--- src/rtl/frag_reader.sv ---
// ---------------------------------------------------------------------------------------------
// frag_reader
//
// Purpose:
//   Read-side drain engine for a byte-granular width-changing FIFO. It watches the FIFO byte
//   level and issues one read of 1..4 bytes at a time. The byte stream is re-framed into
//   fixed-length fragments of FRAG_LEN bytes. Fragments leave as left-justified 32-bit words
//   with a valid/ready handshake, start/end-of-fragment markers and a byte count.
//
// Parameters:
//   FRAG_LEN  fragment payload length in bytes (1..65535)
//   LVL_W     width of the FIFO level and read-index buses (>= 3)
//
// Ports:
//   clk            clock
//   rst            synchronous active-high reset
//   flush          (FRAG_READER_FLUSH_EN only) terminate the current fragment with what is in
//                  the FIFO when fewer bytes than needed are available
//   fifo_level     bytes currently held in the FIFO (registered by the FIFO)
//   fifo_rd_en     one-cycle read strobe
//   fifo_rd_index  bytes requested with fifo_rd_en (1..4), 0 otherwise
//   fifo_rd_data   read data, valid the cycle after fifo_rd_en, first byte in [31:24]
//   m_valid        output word valid
//   m_ready        downstream accept
//   m_data         output word, left-justified, unused low bytes zero
//   m_bytes        valid bytes in m_data (1..4)
//   m_sof          first word of a fragment
//   m_eof          last word of a fragment
//   frag_cnt       completed fragments, wraps at 0xFFFF
//
// Optional feature macro: FRAG_READER_FLUSH_EN (adds the flush input).
// ---------------------------------------------------------------------------------------------
module frag_reader #(
    parameter int unsigned FRAG_LEN = 6,
    parameter int unsigned LVL_W    = 4
) (
    input  logic             clk,
    input  logic             rst,
`ifdef FRAG_READER_FLUSH_EN
    input  logic             flush,
`endif
    input  logic [LVL_W-1:0] fifo_level,
    output logic             fifo_rd_en,
    output logic [LVL_W-1:0] fifo_rd_index,
    input  logic [31:0]      fifo_rd_data,
    output logic             m_valid,
    input  logic             m_ready,
    output logic [31:0]      m_data,
    output logic [2:0]       m_bytes,
    output logic             m_sof,
    output logic             m_eof,
    output logic [15:0]      frag_cnt
);

    localparam logic [15:0] FragLen = 16'(FRAG_LEN);

    typedef enum logic [1:0] {
        StReq,
        StWait,
        StOut
    } state_e;

    state_e      r_state;
    state_e      w_state_next;

    logic [15:0] r_remaining;
    logic        r_first;
    logic [2:0]  r_req_bytes;
    logic        r_short;       // current word was a flushed short read
    logic [31:0] r_data;
    logic [2:0]  r_bytes;
    logic        r_valid;
    logic        r_sof;
    logic        r_eof;
    logic [15:0] r_frag_cnt;

    logic [2:0]  w_need;
    logic        w_level_ok;
    logic        w_flush_rd;
    logic [2:0]  w_rd_bytes;
    logic [31:0] w_mask;
    logic        w_handshake;

    // ---------------------------------------------------------------------------------------
    // Read sizing
    // ---------------------------------------------------------------------------------------
    assign w_need     = (r_remaining >= 16'd4) ? 3'd4 : r_remaining[2:0];
    assign w_level_ok = 32'(fifo_level) >= 32'(w_need);

`ifdef FRAG_READER_FLUSH_EN
    // A flush only matters when some, but not enough, bytes are waiting.
    assign w_flush_rd = flush && (fifo_level != '0) && !w_level_ok;
`else
    assign w_flush_rd = 1'b0;
`endif

    // On a flushed read fifo_level < need <= 4, so it fits in 3 bits.
    assign w_rd_bytes = w_level_ok ? w_need : 3'(fifo_level);

    // Keep only the requested leading bytes of the FIFO word.
    always_comb begin
        w_mask = 32'hFFFF_FFFF;
        unique case (r_req_bytes)
            3'd1:    w_mask = 32'hFF00_0000;
            3'd2:    w_mask = 32'hFFFF_0000;
            3'd3:    w_mask = 32'hFFFF_FF00;
            default: w_mask = 32'hFFFF_FFFF;
        endcase
    end

    assign w_handshake = (r_state == StOut) && r_valid && m_ready;

    // ---------------------------------------------------------------------------------------
    // FSM next state and read strobe
    // ---------------------------------------------------------------------------------------
    always_comb begin
        w_state_next  = r_state;
        fifo_rd_en    = 1'b0;
        fifo_rd_index = '0;
        unique case (r_state)
            StReq: begin
                // Gated by rst so no read is issued while the engine is being reset.
                if (!rst && (w_level_ok || w_flush_rd)) begin
                    fifo_rd_en    = 1'b1;
                    fifo_rd_index = LVL_W'(w_rd_bytes);
                    w_state_next  = StWait;
                end
            end
            StWait: begin
                w_state_next = StOut;
            end
            StOut: begin
                if (m_ready) begin
                    w_state_next = StReq;
                end
            end
            default: begin
                w_state_next = StReq;
            end
        endcase
    end

    // ---------------------------------------------------------------------------------------
    // State and datapath registers
    // ---------------------------------------------------------------------------------------
    always_ff @(posedge clk) begin
        if (rst) begin
            r_state     <= StReq;
            r_remaining <= FragLen;
            r_first     <= 1'b1;
            r_req_bytes <= 3'd0;
            r_short     <= 1'b0;
            r_data      <= 32'd0;
            r_bytes     <= 3'd0;
            r_valid     <= 1'b0;
            r_sof       <= 1'b0;
            r_eof       <= 1'b0;
            r_frag_cnt  <= 16'd0;
        end else begin
            r_state <= w_state_next;

            if (fifo_rd_en) begin
                r_req_bytes <= w_rd_bytes;
                r_short     <= w_flush_rd;
            end

            if (r_state == StWait) begin
                r_data  <= fifo_rd_data & w_mask;
                r_bytes <= r_req_bytes;
                r_sof   <= r_first;
                r_eof   <= (r_remaining == 16'(r_req_bytes)) || r_short;
                r_valid <= 1'b1;
            end

            if (w_handshake) begin
                r_valid <= 1'b0;
                if (r_eof) begin
                    r_remaining <= FragLen;
                    r_first     <= 1'b1;
                    r_frag_cnt  <= r_frag_cnt + 16'd1;
                end else begin
                    r_remaining <= r_remaining - 16'(r_req_bytes);
                    r_first     <= 1'b0;
                end
            end
        end
    end

    assign m_valid  = r_valid;
    assign m_data   = r_data;
    assign m_bytes  = r_bytes;
    assign m_sof    = r_sof;
    assign m_eof    = r_eof;
    assign frag_cnt = r_frag_cnt;

endmodule

--- config.mk ---
export PLATFORM = sky130hd
export DESIGN_NAME = frag_reader
export DESIGN_NICKNAME = d
export VERILOG_FILES = /design/src/rtl/frag_reader.sv
export SDC_FILE = /design/constraint.sdc
export NUM_CORES = 1
export LEC_CHECK = 0
export BUFFER_PORTS_ARGS = -buffer_cell sky130_fd_sc_hd__buf_4
export CORE_MARGIN = 1
export CORE_UTILIZATION = 51
export DETAILED_ROUTE_END_ITERATION = 7
export HOLD_SLACK_MARGIN = 0.06
export MAX_ROUTING_LAYER = met4
export PLACE_DENSITY = 0.79
export SYNTH_ARGS = -nofsm -noshare
export SYNTH_HDL_FRONTEND = slang
export SYNTH_SLANG_ARGS = --single-unit
--- constraint.sdc ---
create_clock -name clk -period 4.06 [get_ports clk]
set_clock_uncertainty 0.2 [all_clocks]
set_input_delay 0.203 -clock clk [delete_from_list [all_inputs] [get_ports clk]]
set_output_delay 0.203 -clock clk [all_outputs]
set_load 0.01 [all_outputs]
==> results of run 1 <==
report_power, final:
part / internal (W) / switching (W) / total, W
clock: 0.000369 / 0.000302 / 0.000671
sequential: 0.000774 / 0.0000224 / 0.000797
combinational: 0.000116 / 0.000116 / 0.000232
cells in the final DEF, fill, tap and decap left out, types with 9 or more instances in the layout:
cell type / n
or4_1: 13
buf_4: 98
a21oi_1: 32
a22oi_1: 24
nand3_1: 9
o31ai_1: 9
nand2_1: 33
dlygate4sd3_1: 33
dfxtp_1: 76
nor2_1: 42
clkbuf_8: 10
routing by layer:
| metal | routed length [um] | GRT usage (%) | up-vias |
|---|---|---|---|
| li1 | - | - | 1576 |
| met1 | 3773 | 31.43 | 1517 |
| met2 | 4561 | 46.45 | 84 |
| met3 | 392 | 6.374 | 8 |
| met4 | 103 | 9.298 | 0 |
| met5 | 0 | - | - |
cell usage after synthesis, types with 2 or more instances:
cell type  count  area (um^2)
and4_1         2        17.52
mux2_2         3        33.78
mux2i_1        3        30.03
nand4_1        6        37.54
ha_1           7        87.58
xnor2_1        4        35.03
nand2b_1       6        37.54
nor2_1        42        157.7
or3_1          7        43.79
or4_1         13        97.59
dfxtp_1       76         1521
nand2_1       33        123.9
nor4_1         8        50.05
nor2b_1        7        43.79
and2_1         3        18.77
a31oi_1        3        18.77
a22oi_1       24        180.2
o21ai_0        6        30.03
nand3_1        9        45.04
nand4b_1       2        17.52
a21oi_1       32        160.2
and3_1         4        25.02
o31ai_1        9        67.56
nor3_1         2        10.01
clkbuf_1      14        52.55
inv_1          6        22.52
or2_2          4        25.02
buf_1          5        18.77
xor2_1         7        61.31
or3_2          3        22.52
layout make-up:
type                            instances  area share, %
Multi-Input combinational cell        266          36.02
Sequential cell                        76          33.16
Clock inverter                          6          2.045
Inverter                                6         0.4909
Tap cell                               75          2.045
Clock buffer                           10          3.000
Timing Repair Buffer                  131          23.23
through the flow:
stage                     cell area (um^2)  cells
final                                 4588    570
after global routing                  4588    570
after CTS                             4573    570
after detailed placement              4011    521
after global placement                4011    521
after floorplan                       3303    372
worst max-delay path, stage by stage (launching register included):
cell and delay [ns]:
dfxtp_1 0.35, or4_1 0.68, or2_1 0.38, or3_1 0.40, ha_1 0.19, a211o_1 0.24, a31oi_1 0.36, nor4_4 0.11
and3_1 0.23, buf_4 0.15
sequential cells by signal, summed over array words and instances (netlist names):
register     flops
m_data          32
m_eof            1
m_bytes          3
m_sof            1
r_remaining     16
r_req_bytes      3
frag_cnt        16
r_state          2
r_first          1
m_valid          1
path summary, 6_finish.rpt:
check,startpoint,end,slack (ns),cells past startpoint
setup / recovery,r_remaining[3],fifo_rd_index[0],0.23,9
hold / removal,fifo_level[3],r_state[0],0.11,4
setup reg to reg,r_remaining[3],r_req_bytes[2],0.83,8
hold reg to reg,m_bytes[0],m_bytes[0],0.26,2
cell families (layout without fill, tap and decap cells):
| logic type | Yosys count | count (layout) | synth area share [%] |
|---|---|---|---|
| AO/OA/AOI/OAI | 80 | 80 | 15.42 |
| XOR/XNOR | 11 | 11 | 2.917 |
| adder cells (fa/ha/maj) | 8 | 8 | 3.257 |
| buffers and inverters | 30 | 153 | 4.356 |
| flip-flops | 76 | 76 | 46.06 |
| multiplexers | 6 | 6 | 1.932 |
| other | 1 | 1 | 0.1135 |
| AND/OR/NAND/NOR | 160 | 160 | 25.95 |
timing repair:
| action | in CTS | in global routing |
|---|---|---|
| resized for setup | 0 | 2 |
| setup endpoints to repair | 0 | 3 |
| hold endpoints to repair | 33 | 0 |
| hold buffers | 33 | 0 |
| buffers inserted | 0 | 0 |
==> results.txt, run 1 <==
STA classifies the critical path endpoint as an output pin. The total grt overflow was 0. Of the available clock period, the critical path in the final layout requires 94.32%. The minimum period implied by the final worst setup slack works out to 3.830 ns. The synthesized flop and latch total works out to 76. Post-synthesis instance total: 372.

Yosys mapped a number of flops with a built-in enable equal to 0. The total area inside the core boundary comes to 0.006096 mm^2. The flow ran to the end, and the final reports show no timing, DRC or antenna violations. TritonCTS built the clock tree. For this run, the post-layout net count is 537. For this run, the number of Yosys warnings is 0.

After synthesis, the netlist uses 52 different library cells. In the final layout, the share of cells above drive strength 1 is 26.87%. The peak supply drop was 0.3047 mV; the global-route wire length before repair was 13480 um. The logs give 197 for the number of DRC markers after the initial detailed-route iteration and 3.66 ns for the required time reported for the critical path endpoint. After floorplanning, the core was divided into 28 placement rows. The signed area change from the synthesized netlist to the final layout was 38.90%; the power density over cell area was 370.4 mW/mm^2.

The antenna diode count was 0; the number of top-level design ports was 98. For the final critical-path setup slack, the log shows 0.2305 ns. The wire-length estimate of the detail-placed layout is 5513 um. The tools report the clock root buffer master as clkbuf_8. The tools report the sequential-to-total area share from yosys stat as 46.06%.

Setup repair after global routing left no endpoint under its margin. The run gives 0.5396 ns as the placement-stage worst setup slack. Using the TritonRoute via totals, the vias-per-cell ratio works out to 5.588. The worst slew margin relative to its limit was 32.98%.

No sink is reached through more buffers than the 2 on the longest clock path. The worst hold-check slack was 0.1083 ns. After detailed routing, the total wire length is 8830 um. The number of global-route vias before repair is 2982.

The congestion estimate from routability-driven global placement came to 0.8057. The floorplan step defined a die boundary enclosing 0.006803 mm^2. For this run, asynchronously set or reset flops after synthesis account for 0%.

The most instantiated flip-flop cell in the synthesis netlist was dfxtp_1. Cells fill 75.27% of the core in the end. At the pin with the least slew margin, the transition time is 1.003 ns.

For this run, the detailed router's first-pass iteration total came to 4. The highest net fanout along the worst path works out to 9. Number of antenna violations at the first check in global routing: 0. The logs give 27.27% for the total global routing track utilization and 0 for the setup-violating endpoint count in the final report. Based on the critical path, the design can be clocked at up to 261.1 MHz. The detail route stage leaves a number of antenna-violating nets equal to 0. The critical path in this run is classified as reg2out.

The die outline height was 82.48 um. The layout has 450 filler cells. Across all layers, the routed design uses 3185 vias.

Area of the multi-input gates: 0.001653 mm^2. The count of input and output buffers was 96; the largest net degree at the start of global routing was 71. The clock-pin slew of the registers on the worst-case setup and hold paths is 0.09 ns. Max-cap violations in this run came to 0.

The H-tree was split into 3 levels. The sequential cells in the finished layout cover a total of 0.001521 mm^2. The latest clock arrival within the worst-skew pair is 0.34 ns. In this run the worst hold path is classified as in2reg. The number of endpoints with negative hold slack in the final report came out at 0. STA classifies the critical path startpoint as a flip-flop. For this design, the sink count on the clock tree is 76.

In this run the mean area of a mapped cell was 8.879 um^2. For the DRC violations left, the log shows 0. The run gives 54.19% as the starting density of the core. The logs give 3.43 ns for the arrival time at the worst endpoint and 0 for the final-report max-slew violation count. The die is 82.48 um wide. Leakage component of the power: 1.947 nW. After detailed routing, the average wire length per cell comes to 15.49 um.

The design draws 0.001700 W. TritonCTS created 9 clock buffers. The number of nets handed over by synthesis was 419.

The synthesized netlist occupies a cell area of 0.003303 mm^2. The tools report the post-route setup TNS as 0 ns.
Note: power is estimated with default switching activity, not from simulation.
==> run 2: changes to the inputs <==
--- a/config.mk
+++ b/config.mk
@@ -9,6 +9,7 @@
 export CORE_MARGIN = 1
 export CORE_UTILIZATION = 51
 export DETAILED_ROUTE_END_ITERATION = 7
+export GPL_TIMING_DRIVEN = 0
 export HOLD_SLACK_MARGIN = 0.06
 export MAX_ROUTING_LAYER = met4
 export PLACE_DENSITY = 0.79
==> run 2 against run 1 <==
Power is 0.80% lower; sequential power is 0.5% lower; clock-buffer cell count is 1 higher; critical path type unchanged; highest routed layer unchanged; critical endpoint unchanged; register-to-register slack hardly changed.
==> results.txt, run 2 (synthesis results as in run 1) <==
The net switching share of the total power works out to 24.62% (was 25.94%). The share of layout cells above drive strength 1 is 25.83% (was 26.87%), and the number of antenna violations at the first check in global routing is 0 (unchanged). The final weighted congestion of routability-driven global placement was 0.8981 (was 0.8057). The biggest cell delay along the critical path is 0.51 ns (was 0.68 ns), and the latest clock arrival within the worst-skew pair is 0.35 ns (was 0.34 ns).

For the total global routing track utilization, the log shows 28.53% (was 27.27%). The count of nets left with antenna violations after detail routing was 0 (unchanged); the actual transition at the worst max-transition pin was 0.7468 ns (was 1.003 ns). The core occupancy in the finished layout came out at 76.77% (was 75.27%).

The tools report the total number of nets in the final design as 558 (was 537). Length of the first detailed-routing pass in iterations: 5 (was 4). The required time reported for the critical path endpoint is 3.66 ns (about the same). The flip-flop count of the largest register after layout was 32 (unchanged); the number of buffers inserted during clock tree synthesis was 9 (unchanged). The largest net degree at the start of global routing came out at 13 (was 71).

The clock root buffer master is clkbuf_8 (unchanged). The placement row count was 28 (unchanged). The number of endpoints with negative hold slack in the final report is 0 (unchanged). The clock network power share is 38.5% (was 39.5%). The logs give 0 (unchanged) for the DRC violations left and 3 (unchanged) for the H-tree depth reported by CTS. The highest net fanout along the worst path was 9 (unchanged). The via count is 3265 (was 3185). For the worst slew margin relative to its limit, the log shows 49.75% (was 32.98%).

The total power was 0.001686 W (was 0.001700 W); the full die area was 0.006803 mm^2 (unchanged). The setup-violating endpoint count in the final report is 0 (unchanged). Kind of critical path: reg2out (unchanged). The antenna diode count came out at 0 (unchanged). The share of power burned in registers was 47.1% (was 46.9%). Post-DP HPWL: 6114 um (was 5513 um). The die outline height came out at 82.48 um (unchanged).

The flow ran to the end, and the final reports show no timing, DRC or antenna violations. Most frequent cells in the layout: buf_4 (96), dfxtp_1 (76), nor2_1 (42) (was buf_4 (98), dfxtp_1 (76), nor2_1 (42)). Worst-path cell with the longest stage delay: or4_1 (unchanged).

The internal power contribution was 0.001271 W (was 0.001259 W). The final-report max-slew violation count is 0 (unchanged). The final instance area was 0.004679 mm^2 (was 0.004588 mm^2); the average detailed-routed wire length per instance was 15.31 um (was 15.49 um). The floorplan die width was 82.48 um (unchanged); the placed instance count was 542 (was 521). The count of input and output buffers is 95 (was 96), and the clock tree buffer depth is 2 (unchanged).

For the total placed instance area, the log shows 0.004110 mm^2 (was 0.004011 mm^2). The global-route wire length before repair came out at 14080 um (was 13480 um). The classification of the worst-slack hold path is in2reg (unchanged).

The minimum period implied by the final worst setup slack is 3.831 ns (was 3.830 ns), and the power density over cell area is 360.3 mW/mm^2 (was 370.4 mW/mm^2). The buffers plus inverters on the worst setup path is 3 (was 1), and the max-cap check violation count is 0 (unchanged). The family with the most delay on the worst path is simple AND/OR/NAND/NOR gates (unchanged). The switching power total came out at 0.0004151 W (was 0.0004409 W). The kind of end point of the critical path was an output pin (unchanged).

The post-route setup TNS is 0 ns (unchanged). Most common cell after layout, fill and taps aside: buf_4 (unchanged). The clock-pin slew of the registers on the worst-case setup and hold paths works out to 0.08 ns (was 0.09 ns). CP Cell Sequence: or4_1 -> buf_2 -> or2_1 -> clkbuf_1 -> or3_1 -> ha_1 -> a211o_1 -> a31oi_1 -> nor4_4 -> and3_1 -> buf_4 (was or4_1 -> or2_1 -> or3_1 -> ha_1 -> a211o_1 -> a31oi_1 -> nor4_4 -> and3_1 -> buf_4).

The arrival time at the worst endpoint was 3.43 ns (about the same); the share of the clock period used by the worst path after layout was 94.35% (was 94.32%). Via density per instance: 5.534 (was 5.588). The sort of element at the start of the critical path is a flip-flop (unchanged). The tools report the leakage component of the power as 1.995 nW (was 1.947 nW).

TritonCTS built the clock tree. The signed area change from the synthesized netlist to the final layout is 41.67% (was 38.90%), and the filler cell count in the final layout is 435 (was 450). The starting density of the core is 54.19% (unchanged), and the number of top-level design ports is 98 (unchanged). The logs give 76 (unchanged) for the number of sinks handled by clock tree synthesis and 227 (was 197) for the number of DRC markers after the initial detailed-route iteration. The logs give 590 (was 570) for the post-route non-filler standard cell count and 14.4% (was 13.6%) for the share of power burned in combinational logic.

The peak supply drop is 0.3877 mV (was 0.3047 mV). The placeable core region was 0.006096 mm^2 (unchanged); the total wire length after detailed routing was 9035 um (was 8830 um). The number of global-route vias before repair was 3059 (was 2982). For the maximum clock frequency, the log shows 261.0 MHz (was 261.1 MHz).

Setup repair after global routing left no endpoint under its margin. The total grt overflow is 0 (unchanged).
## run 2: cell count changes in the layout (fill, tap and decap cells not counted), sizes merged
cell / change
clkbuf: +16
buf: +4
inv: -2
clkdlybuf4s50: +1
dlymetal6s2s: +1
## run 2: metal layers
layer	GRT usage (%)	share of wire (%)
met4	9.825	1.9
met1	32.92	42
met5	-	0
met2	46.61	50
met3	9.121	5.4
## run 2: worst register-to-register path: cells and delay by family (launching register included)
family | cells | cell delay [ns]
flip-flops | 1 | 0.34
adder cells (fa/ha/maj) | 1 | 0.19
AND/OR/NAND/NOR | 4 | 1.25
buffers and inverters | 2 | 0.36
AO/OA/AOI/OAI | 3 | 0.81
## run 2: cell type report
cell class / instances / area (um^2) / share of cell area, %
Clock inverter: 4 / 72.57 / 1.551
Multi-Input combinational cell: 266 / 1653 / 35.32
Clock buffer: 11 / 151.4 / 3.235
Buffer: 24 / 121.4 / 2.594
Timing Repair Buffer: 128 / 1044 / 22.30
Sequential cell: 76 / 1521 / 32.51
Inverter: 6 / 22.52 / 0.4813
Tap cell: 75 / 93.84 / 2.005
## run 2: through the flow
step | worst slack, ns | hold WS [ns]
after floorplan | 0.7415 | 0.1390
final | 0.2292 | 0.1375
after detailed placement | 0.5285 | 0.2471
after CTS | 0.1434 | 0.1086
after global placement | 0.5797 | 0.2340
after global routing | 0.04540 | 0.2469
## run 2: final timing paths
path | start | end | slack (ns) | cells past startpoint
setup / recovery | r_remaining[3] | fifo_rd_index[0] | 0.23 | 11
hold reg to reg | r_req_bytes[2] | m_bytes[2] | 0.26 | 2
setup reg to reg | r_remaining[3] | r_req_bytes[2] | 0.83 | 10
hold / removal | fifo_level[3] | r_state[0] | 0.14 | 4
## run 2: timing repair
item,in CTS,in global routing
setup buffers,0,0
hold buffers,33,0
setup endpoints to repair,0,3
resized for setup,0,2
endpoints found under the hold margin,33,0
## run 2: power by group through the flow
stage                     Clock, W  Combinational, W  Sequential, W
after global routing      0.000697          0.000265       0.000797
after CTS                 0.000660          0.000239       0.000792
after detailed placement         0          0.000212       0.000809
final                     0.000650          0.000243       0.000793
after global placement           0          0.000207       0.000808
after floorplan                  0          0.000101       0.000819
==> run 3: changes to the inputs <==
--- a/config.mk
+++ b/config.mk
@@ -6,13 +6,14 @@
 export NUM_CORES = 1
 export LEC_CHECK = 0
 export BUFFER_PORTS_ARGS = -buffer_cell sky130_fd_sc_hd__buf_4
+export CORE_ASPECT_RATIO = 0.7
 export CORE_MARGIN = 1
-export CORE_UTILIZATION = 51
+export CORE_UTILIZATION = 45
 export DETAILED_ROUTE_END_ITERATION = 7
 export GPL_TIMING_DRIVEN = 0
 export HOLD_SLACK_MARGIN = 0.06
 export MAX_ROUTING_LAYER = met4
-export PLACE_DENSITY = 0.79
+export PLACE_DENSITY = 0.71
 export SYNTH_ARGS = -nofsm -noshare
 export SYNTH_HDL_FRONTEND = slang
 export SYNTH_SLANG_ARGS = --single-unit
==> run 3 against run 2 <==
Routed wire length down 0.23%; die area up 13%; sequential power about the same; combinational power about the same; sequential share of layout area down 0.069 points; core utilization down 8.9 points; cell count up 3.4%; maximum frequency down 1.8%; clock-buffer cell count down 1; setup slack worse by 0.071 ns; hold slack better by 0.0099 ns; sequential cell count unchanged; critical endpoint unchanged.
==> results.txt, run 3 (synthesis results as in run 1) <==
The run finished with clean final reports. Number of sinks handled by clock tree synthesis: 76 (unchanged). The tools report the clock root buffer master as clkbuf_8 (unchanged). The run gives 14 (was 13) as the largest net degree at the start of global routing. The classification of the worst-slack hold path is in2reg (unchanged).

The count of input and output buffers is 95 (unchanged), and the number of antenna violations at the first check in global routing is 0 (unchanged). The power density over cell area was 355.5 mW/mm^2 (was 360.3 mW/mm^2); the setup-violating endpoint count in the final report was 0 (unchanged). For the final-report max-slew violation count, the log shows 0 (unchanged).

Flip-flop count of the largest register after layout: 32 (unchanged). The final instance area is 0.004690 mm^2 (was 0.004679 mm^2), and the share of the clock period used by the worst path after layout is 96.10% (was 94.35%). The global-route wire length before repair came out at 14230 um (was 14080 um). The logs give 0 (unchanged) for the antenna diode count and 46.66% (was 49.75%) for the worst slew margin relative to its limit.

The logs give 0 (unchanged) for the max-cap check violation count and 1.985 nW (was 1.995 nW) for the leakage component of the power. The logs give 3231 (was 3265) for the via count and 3.50 ns (was 3.43 ns) for the arrival time at the worst endpoint. The maximum clock frequency is 256.3 MHz (was 261.0 MHz), and the full die area is 0.007692 mm^2 (was 0.006803 mm^2).

The setup fix buffers added after clock tree synthesis was 0 (unchanged); the number of top-level design ports was 98 (unchanged). The kind of critical path was reg2out (unchanged). The length of the first detailed-routing pass in iterations is 4 (was 5).

The signed area change from the synthesized netlist to the final layout works out to 41.97% (was 41.67%). The filler cell count in the final layout came out at 536 (was 435). The final weighted congestion of routability-driven global placement was 0.8591 (was 0.8981). The number of endpoints with negative hold slack in the final report is 0 (unchanged), and the clock-pin slew of the registers on the worst-case setup and hold paths is 0.08 ns (about the same).

The placement row count is 25 (was 28), and the placeable core region is 0.006913 mm^2 (was 0.006096 mm^2). Worst hold-check slack: 0.1473 ns (was 0.1375 ns). Floorplan die width: 104.4 um (was 82.48 um). The highest net fanout along the worst path is 7 (was 9), and the count of nets left with antenna violations after detail routing is 0 (unchanged). The most common cell after layout, fill and taps aside was buf_4 (unchanged). The logs give 0 (unchanged) for the DRC violations left and 558 (unchanged) for the total number of nets in the final design. Latest clock arrival within the worst-skew pair: 0.35 ns (about the same). TritonCTS built the clock tree. The H-tree depth reported by CTS was 3 (unchanged); the total grt overflow was 0 (unchanged). The sort of element at the start of the critical path was a flip-flop (unchanged). Clock tree buffer depth: 2 (unchanged). The tools report the required time reported for the critical path endpoint as 3.66 ns (about the same). The via density per instance was 5.297 (was 5.534). The tools report the number of DRC markers after the initial detailed-route iteration as 116 (was 227). The actual transition at the worst max-transition pin is 0.7964 ns (was 0.7468 ns).

The total wire length after detailed routing is 9014 um (was 9035 um). The post-DP HPWL is 6172 um (was 6114 um). The average detailed-routed wire length per instance is 14.78 um (was 15.31 um), and the total placed instance area is 0.004134 mm^2 (was 0.004110 mm^2).

The total global routing track utilization was 24.04% (was 28.53%); the post-route setup TNS was 0 ns (unchanged). The core occupancy in the finished layout came out at 67.84% (was 76.77%). The tools report the kind of end point of the critical path as an output pin (unchanged). The number of global-route vias before repair is 2974 (was 3059), and the minimum period implied by the final worst setup slack is 3.901 ns (was 3.831 ns). The die outline height is 73.68 um (was 82.48 um), and the number of buffers inserted during clock tree synthesis is 9 (unchanged). Setup repair after global routing left no endpoint under its margin.

The starting density of the core is 47.78% (was 54.19%). The peak supply drop was 0.2065 mV (was 0.3877 mV). Most frequent cells in the layout: buf_4 (96), dfxtp_1 (76), nor2_1 (42) (unchanged).

The share of layout cells above drive strength 1 is 25.58% (was 25.83%).
run 3: changes by cell type in the layout (fill, tap and decap cells not counted), sizes merged:
cell / previous run / this run
clkinv: 1 / 2
clkinvlp: 1 / 2
clkbuf: 26 / 25
run 3: cell type report:
cell class	instances	area, um^2	area share, %
repair buffers	128	1044	22.25
flip-flops and latches	76	1521	32.44
clock buffers	10	127.6	2.721
clock inverters	6	88.84	1.894
well taps	94	117.6	2.508
plain buffers	24	121.4	2.588
inverters	6	22.52	0.4803
multi-input cells	266	1647	35.11
run 3: per-layer routing:
layer	share of wire [%]	global-route usage [%]	up-vias
met5	0	-	-
met4	1.1	7.778	0
met3	5.5	4.791	8
met2	44	36.28	98
met1	49	32.36	1513
li1	-	-	1612
run 3: worst paths after layout:
path                       to  slack (ns)  cells past startpoint            start
max reg2reg    r_req_bytes[2]        0.70                      8  r_remaining[10]
min                r_state[0]        0.15                      4    fifo_level[3]
max          fifo_rd_index[0]        0.16                      9  r_remaining[10]
min reg2reg           r_first        0.26                      2          r_first
run 3: timing repair:
| item | in CTS | in global routing |
|---|---|---|
| resized for setup | 0 | 1 |
| hold endpoints to repair | 33 | 0 |
| endpoints found under the setup margin | 0 | 3 |
| hold buffers | 33 | 0 |
run 3: per-stage QoR:
stage / std cells / setup slack (ns) / power (W)
detailed placement: 561 / 0.4663 / 0.001022
floorplan: 372 / 0.7415 / 0.0009197
finish: 610 / 0.1585 / 0.001667
global placement: 561 / 0.5283 / 0.001017
global route: 610 / 0.003742 / 0.001735
CTS: 610 / 0.08008 / 0.001671
run 3: where the power goes:
part           total [W]  internal [W]  switching (W)
sequential      0.000793      0.000774      0.0000187
combinational   0.000244      0.000121       0.000123
clock           0.000630      0.000346       0.000284
run 3: critical path: stages, from the launching register on:
cell     delay (ns)
dfxtp_1        0.34
or4_2          0.75
nor4_1         0.36
and2_1         0.29
ha_1           0.27
a211o_1        0.29
a31oi_1        0.40
nor4_4         0.13
and3_1         0.19
buf_4          0.14
